`src/rtl/demux1x4_reg.sv`:
```
// demux1x4_reg: routes one WIDTH-bit bus into one of four lane registers
// (OA..OD, feeding the 4:1 datapath mux inputs A-D). Tracks per-lane
// "loaded" flags and a saturating count of accepted writes.
// Optional feature: define DEMUX_BROADCAST_EN to add the bcast input, which
// writes I into all four lanes as a single write.
module demux1x4_reg #(
  parameter int unsigned WIDTH = 10,
  parameter int unsigned CNT_W = 8
) (
  input  logic             clk,
  input  logic             rst,
  input  logic [WIDTH-1:0] I,
  input  logic [1:0]       sw,
  input  logic             en,
  input  logic             clr,
`ifdef DEMUX_BROADCAST_EN
  input  logic             bcast,
`endif
  output logic [WIDTH-1:0] OA,
  output logic [WIDTH-1:0] OB,
  output logic [WIDTH-1:0] OC,
  output logic [WIDTH-1:0] OD,
  output logic [3:0]       loaded,
  output logic [CNT_W-1:0] wr_cnt
);

  logic [3:0]       we_c;
  logic             accept_c;
  logic [3:0]       loaded_nxt_c;
  logic [CNT_W-1:0] cnt_nxt_c;

  // Decode the write strobe into per-lane enables; an unmatched select writes nothing
  always_comb begin
    we_c     = 4'b0000;
    accept_c = 1'b0;
`ifdef DEMUX_BROADCAST_EN
    if (en && bcast) begin
      we_c     = 4'b1111;
      accept_c = 1'b1;
    end else
`endif
    if (en) begin
      case (sw)
        2'b00:   begin we_c = 4'b0001; accept_c = 1'b1; end
        2'b01:   begin we_c = 4'b0010; accept_c = 1'b1; end
        2'b10:   begin we_c = 4'b0100; accept_c = 1'b1; end
        2'b11:   begin we_c = 4'b1000; accept_c = 1'b1; end
        default: begin we_c = 4'b0000; accept_c = 1'b0; end
      endcase
    end
  end

  // Flag/count next state: clear first, then a same-edge write re-marks its own lane and counts once
  always_comb begin
    loaded_nxt_c = (clr ? 4'b0000 : loaded) | we_c;
    cnt_nxt_c    = wr_cnt;
    if (accept_c) begin
      if (clr)
        cnt_nxt_c = CNT_W'(1);
      else if (wr_cnt != {CNT_W{1'b1}})
        cnt_nxt_c = wr_cnt + CNT_W'(1);
    end else if (clr) begin
      cnt_nxt_c = '0;
    end
  end

  // Lane registers: only enabled lanes capture I
  always_ff @(posedge clk or posedge rst) begin
    if (rst) begin
      OA <= '0;
      OB <= '0;
      OC <= '0;
      OD <= '0;
    end else begin
      if (we_c[0]) OA <= I;
      if (we_c[1]) OB <= I;
      if (we_c[2]) OC <= I;
      if (we_c[3]) OD <= I;
    end
  end

  // Loaded flags and write counter
  always_ff @(posedge clk or posedge rst) begin
    if (rst) begin
      loaded <= 4'b0000;
      wr_cnt <= '0;
    end else begin
      loaded <= loaded_nxt_c;
      wr_cnt <= cnt_nxt_c;
    end
  end

endmodule

```
`config.mk`:
```
export PLATFORM = sky130hd
export DESIGN_NAME = demux1x4_reg
export DESIGN_NICKNAME = d
export VERILOG_FILES = /design/src/rtl/demux1x4_reg.sv
export SDC_FILE = /design/constraint.sdc
export NUM_CORES = 1
export LEC_CHECK = 0
export CELL_PAD_IN_SITES_DETAIL_PLACEMENT = 0
export CELL_PAD_IN_SITES_GLOBAL_PLACEMENT = 2
export CORE_MARGIN = 2
export CORE_UTILIZATION = 31
export CTS_CLUSTER_SIZE = 10
export DETAILED_ROUTE_END_ITERATION = 16
export HOLD_SLACK_MARGIN = 0.06
export PLACE_DENSITY = 0.76
export SETUP_SLACK_MARGIN = 0.3
export SLEW_MARGIN = 25
export SYNTH_ARGS = -nofsm -noshare
export SYNTH_HDL_FRONTEND = slang
export SYNTH_SLANG_ARGS = --single-unit
```
`constraint.sdc`:
```
create_clock -name clk -period 1.9 [get_ports clk]
set_input_delay 0.57 -clock clk [delete_from_list [all_inputs] [get_ports clk]]
set_output_delay 0.57 -clock clk [all_outputs]
set_load 0.05 [all_outputs]
```
==> results.md <==
* Status: finished, final reports clean
* R2R cell count at 4
* Final period util at 0.824
* Storage cell area at 1310 sq um
* Layout cells sized above 1 at 0.552
* RSZ-0062 raised after global routing: no
* Chip height at 89.1 um
* Crit path depth at 1
* Synth Instances at 154
* Total global routing overflow at 0
* Slew headroom at 0.807
* Synth Flop Type: dfrtp_1
* Sw Pwr at 1290 uW
* Crit path buf inv count at 1
* CP Data Arrival Time at 1.00 ns
* Worst vdd ir at 477 uV
* Pre-CTS WS at -0.120 ns
* CP Max Fanout at 5
* Switch share at 0.384
* Synth warn at 0
* #FFs+latches synth at 52
* Crit Path Class: reg -> out
* Number of global-route vias before repair at 1444
* Area of the multi-input gates at 857 sq um
* Cell Rows at 31
* Dpl hpwl at 3670 um
* Fin cells at 340
* Reg power frac at 0.415
* CTS tree: done
* Die Width at 89.1 um
* Post-synth EDFFs at 0
* Clock share of power at 0.192
* Post-synthesis cell type count at 33
* Clk sink count at 52
* Net count, final at 257
* Core area at 7140 sq um
* Min-delay worst type: reg -> reg
* Sequential element share of the synthesized area at 0.579
* Tmin final at 1.57 ns
* Vias/cell at 4.53
* Num ports at 68
* P_int at 2060 uW
* H-Tree Level Count at 2
* Hold-fix buffers at CTS at 0
* Max Freq at 639 MHz
* Detailed Route WL at 5120 um
* Initial antenna violation count at 0
* Hold Violations, Final at 0
* Lkg Pwr at 0.00148 uW
* Worst-case clock skew at 0.00333 ns
* Routed via count at 1539
* Routability Congestion at 0.754
* Syn Nets at 171
* Placed insts at 328
* WL/cell at 15.1 um
* Largest net degree at the start of global routing at 30
* Comb power frac at 0.394
* Pins Over Slew Limit at 0
* Total track usage at 0.134
* Clock Path Buffers at 2
* Netlist Area Pre-Place at 2250 sq um
* Initial core utilization at 0.315
* Async SR Flop Fraction at 1.00
* Worst setup SP type: flop
* Area Overhead vs Synth at 43.5%
* # setup viols final at 0
* PortBufs at 67
* Die area at 7950 sq um
* CP delay by family, top: flip-flops
* First-pass GRT wire length at 8020 um
* DRT iter0 DRCs at 82
* Syn_area_per_cell at 14.6 sq um
* Root Buffer: clkbuf_8
* Worst-Skew Late Latency at 0.30 ns
* DR pass1 iterations at 5
* Max-cap check violation count at 0
* Crit path cell chain: buf_4
* Total CTS buffers at 5
* Cells on Worst Hold Path at 1
* Critical path capture point type: output port
* Layout fillers at 704
* Number of diodes at 0
* Pin slew with the least headroom to its limit at 0.286 ns
* DRC Markers at 0
* Fin worst setup slack at 0.334 ns
* DRT antenna net count at 0
* Pwr/cell area at 1040 nW/um^2
* Reg clk slew, reported paths at 0.08 ns
* Max stage delay cell, worst path: dfrtp_1
* CP max stage delay at 0.46 ns
* Critical Path RT at 1.33 ns
-- sequential cells by signal (all words and copies together) (netlist names) --
signal	cells
wr_cnt	8
loaded	4
OD	10
OA	10
OC	10
OB	10
-- cells in the mapped netlist, drive strengths merged (2+ instances only) --
cell type | n | area [sq um]
dfrtp | 52 | 1300
mux2 | 41 | 533
inv | 9 | 33.8
buf | 6 | 53.8
a21oi | 5 | 28.8
nor3 | 5 | 30.0
o21ai | 5 | 25.0
nand2 | 4 | 15.0
nand3 | 4 | 45.0
nand4 | 4 | 25.0
nand3b | 2 | 15.0
nor3b | 2 | 15.0
o311ai | 2 | 17.5
-- final timing paths --
| path | from | slack, ns | endpoint |
|---|---|---|---|
| hold / removal | OB[1] | 0.51 | OB[1] |
| setup / recovery | wr_cnt[7] | 0.33 | wr_cnt[7] |
| hold reg to reg | OB[1] | 0.51 | OB[1] |
| min in group asynchronous | rst | 0.55 | wr_cnt[5] |
| max in group asynchronous | rst | 0.92 | wr_cnt[0] |
| setup reg to reg | wr_cnt[0] | 0.37 | wr_cnt[3] |
-- cell type report --
cell class | count | area share
repair buffers | 86 | 0.251
inverters | 9 | 0.0116
multi-input cells | 86 | 0.266
clock buffers | 8 | 0.0279
well taps | 99 | 0.0384
flip-flops and latches | 52 | 0.406
-- timing repair --
action                     CTS  global route
resized for setup            5             2
setup buffers                2             1
setup endpoints to repair   44             3
pin swaps                    1             0
cloned                       1             0
-- metrics by stage --
stage               area [sq um]  total power (uW)  TNS, ns  utilization  hold WS, ns
finish                      3220              3350        0        0.452        0.511
global route                3220              3510        0        0.452        0.531
CTS                         3210              3400        0        0.450        0.514
detailed placement          3080              2740    -3.89        0.431        0.494
global placement            3080              2730    -3.32        0.431        0.490
floorplan                   2260              2280        0            -        0.625
-- per-layer routing --
metal | share of wire | vias up | track usage
li1 | - | 728 | -
met1 | 0.46 | 768 | 0.196
met2 | 0.49 | 37 | 0.198
met3 | 0.035 | 6 | 0.0295
met4 | 0.014 | 0 | 0.0461
met5 | 0 | - | 0
-- logic make-up (layout without fill, tap and decap cells) --
family,after synthesis,in the layout,share of synthesized area
AOI/OAI and AO/OA,17,17,0.0523
adders and majority gates,1,1,0.00557
buffers and inverters,16,103,0.0406
DFF,52,52,0.579
muxes,42,42,0.242
and+or+nand+nor,26,26,0.0807
-- layout by cell type, fill, tap and decap left out, drive strengths merged, types with 3 or more instances in the layout --
cell	n
clkbuf	8
nand2	4
inv	8
dlygate4sd2	3
nand3	4
dfrtp	52
mux2	41
nor3	5
clkdlybuf4s50	12
buf	70
nand4	4
a21oi	5
o21ai	5
-- power groups by stage --
stage               Clock [uW]  Combinational (uW)  Sequential [uW]
finish                     643                1320             1390
global route               715                1380             1420
detailed placement           0                1320             1410
floorplan                    0                 261             2020
global placement             0                1310             1410
CTS                        671                1330             1390
Power figures use the tool's default switching activity.
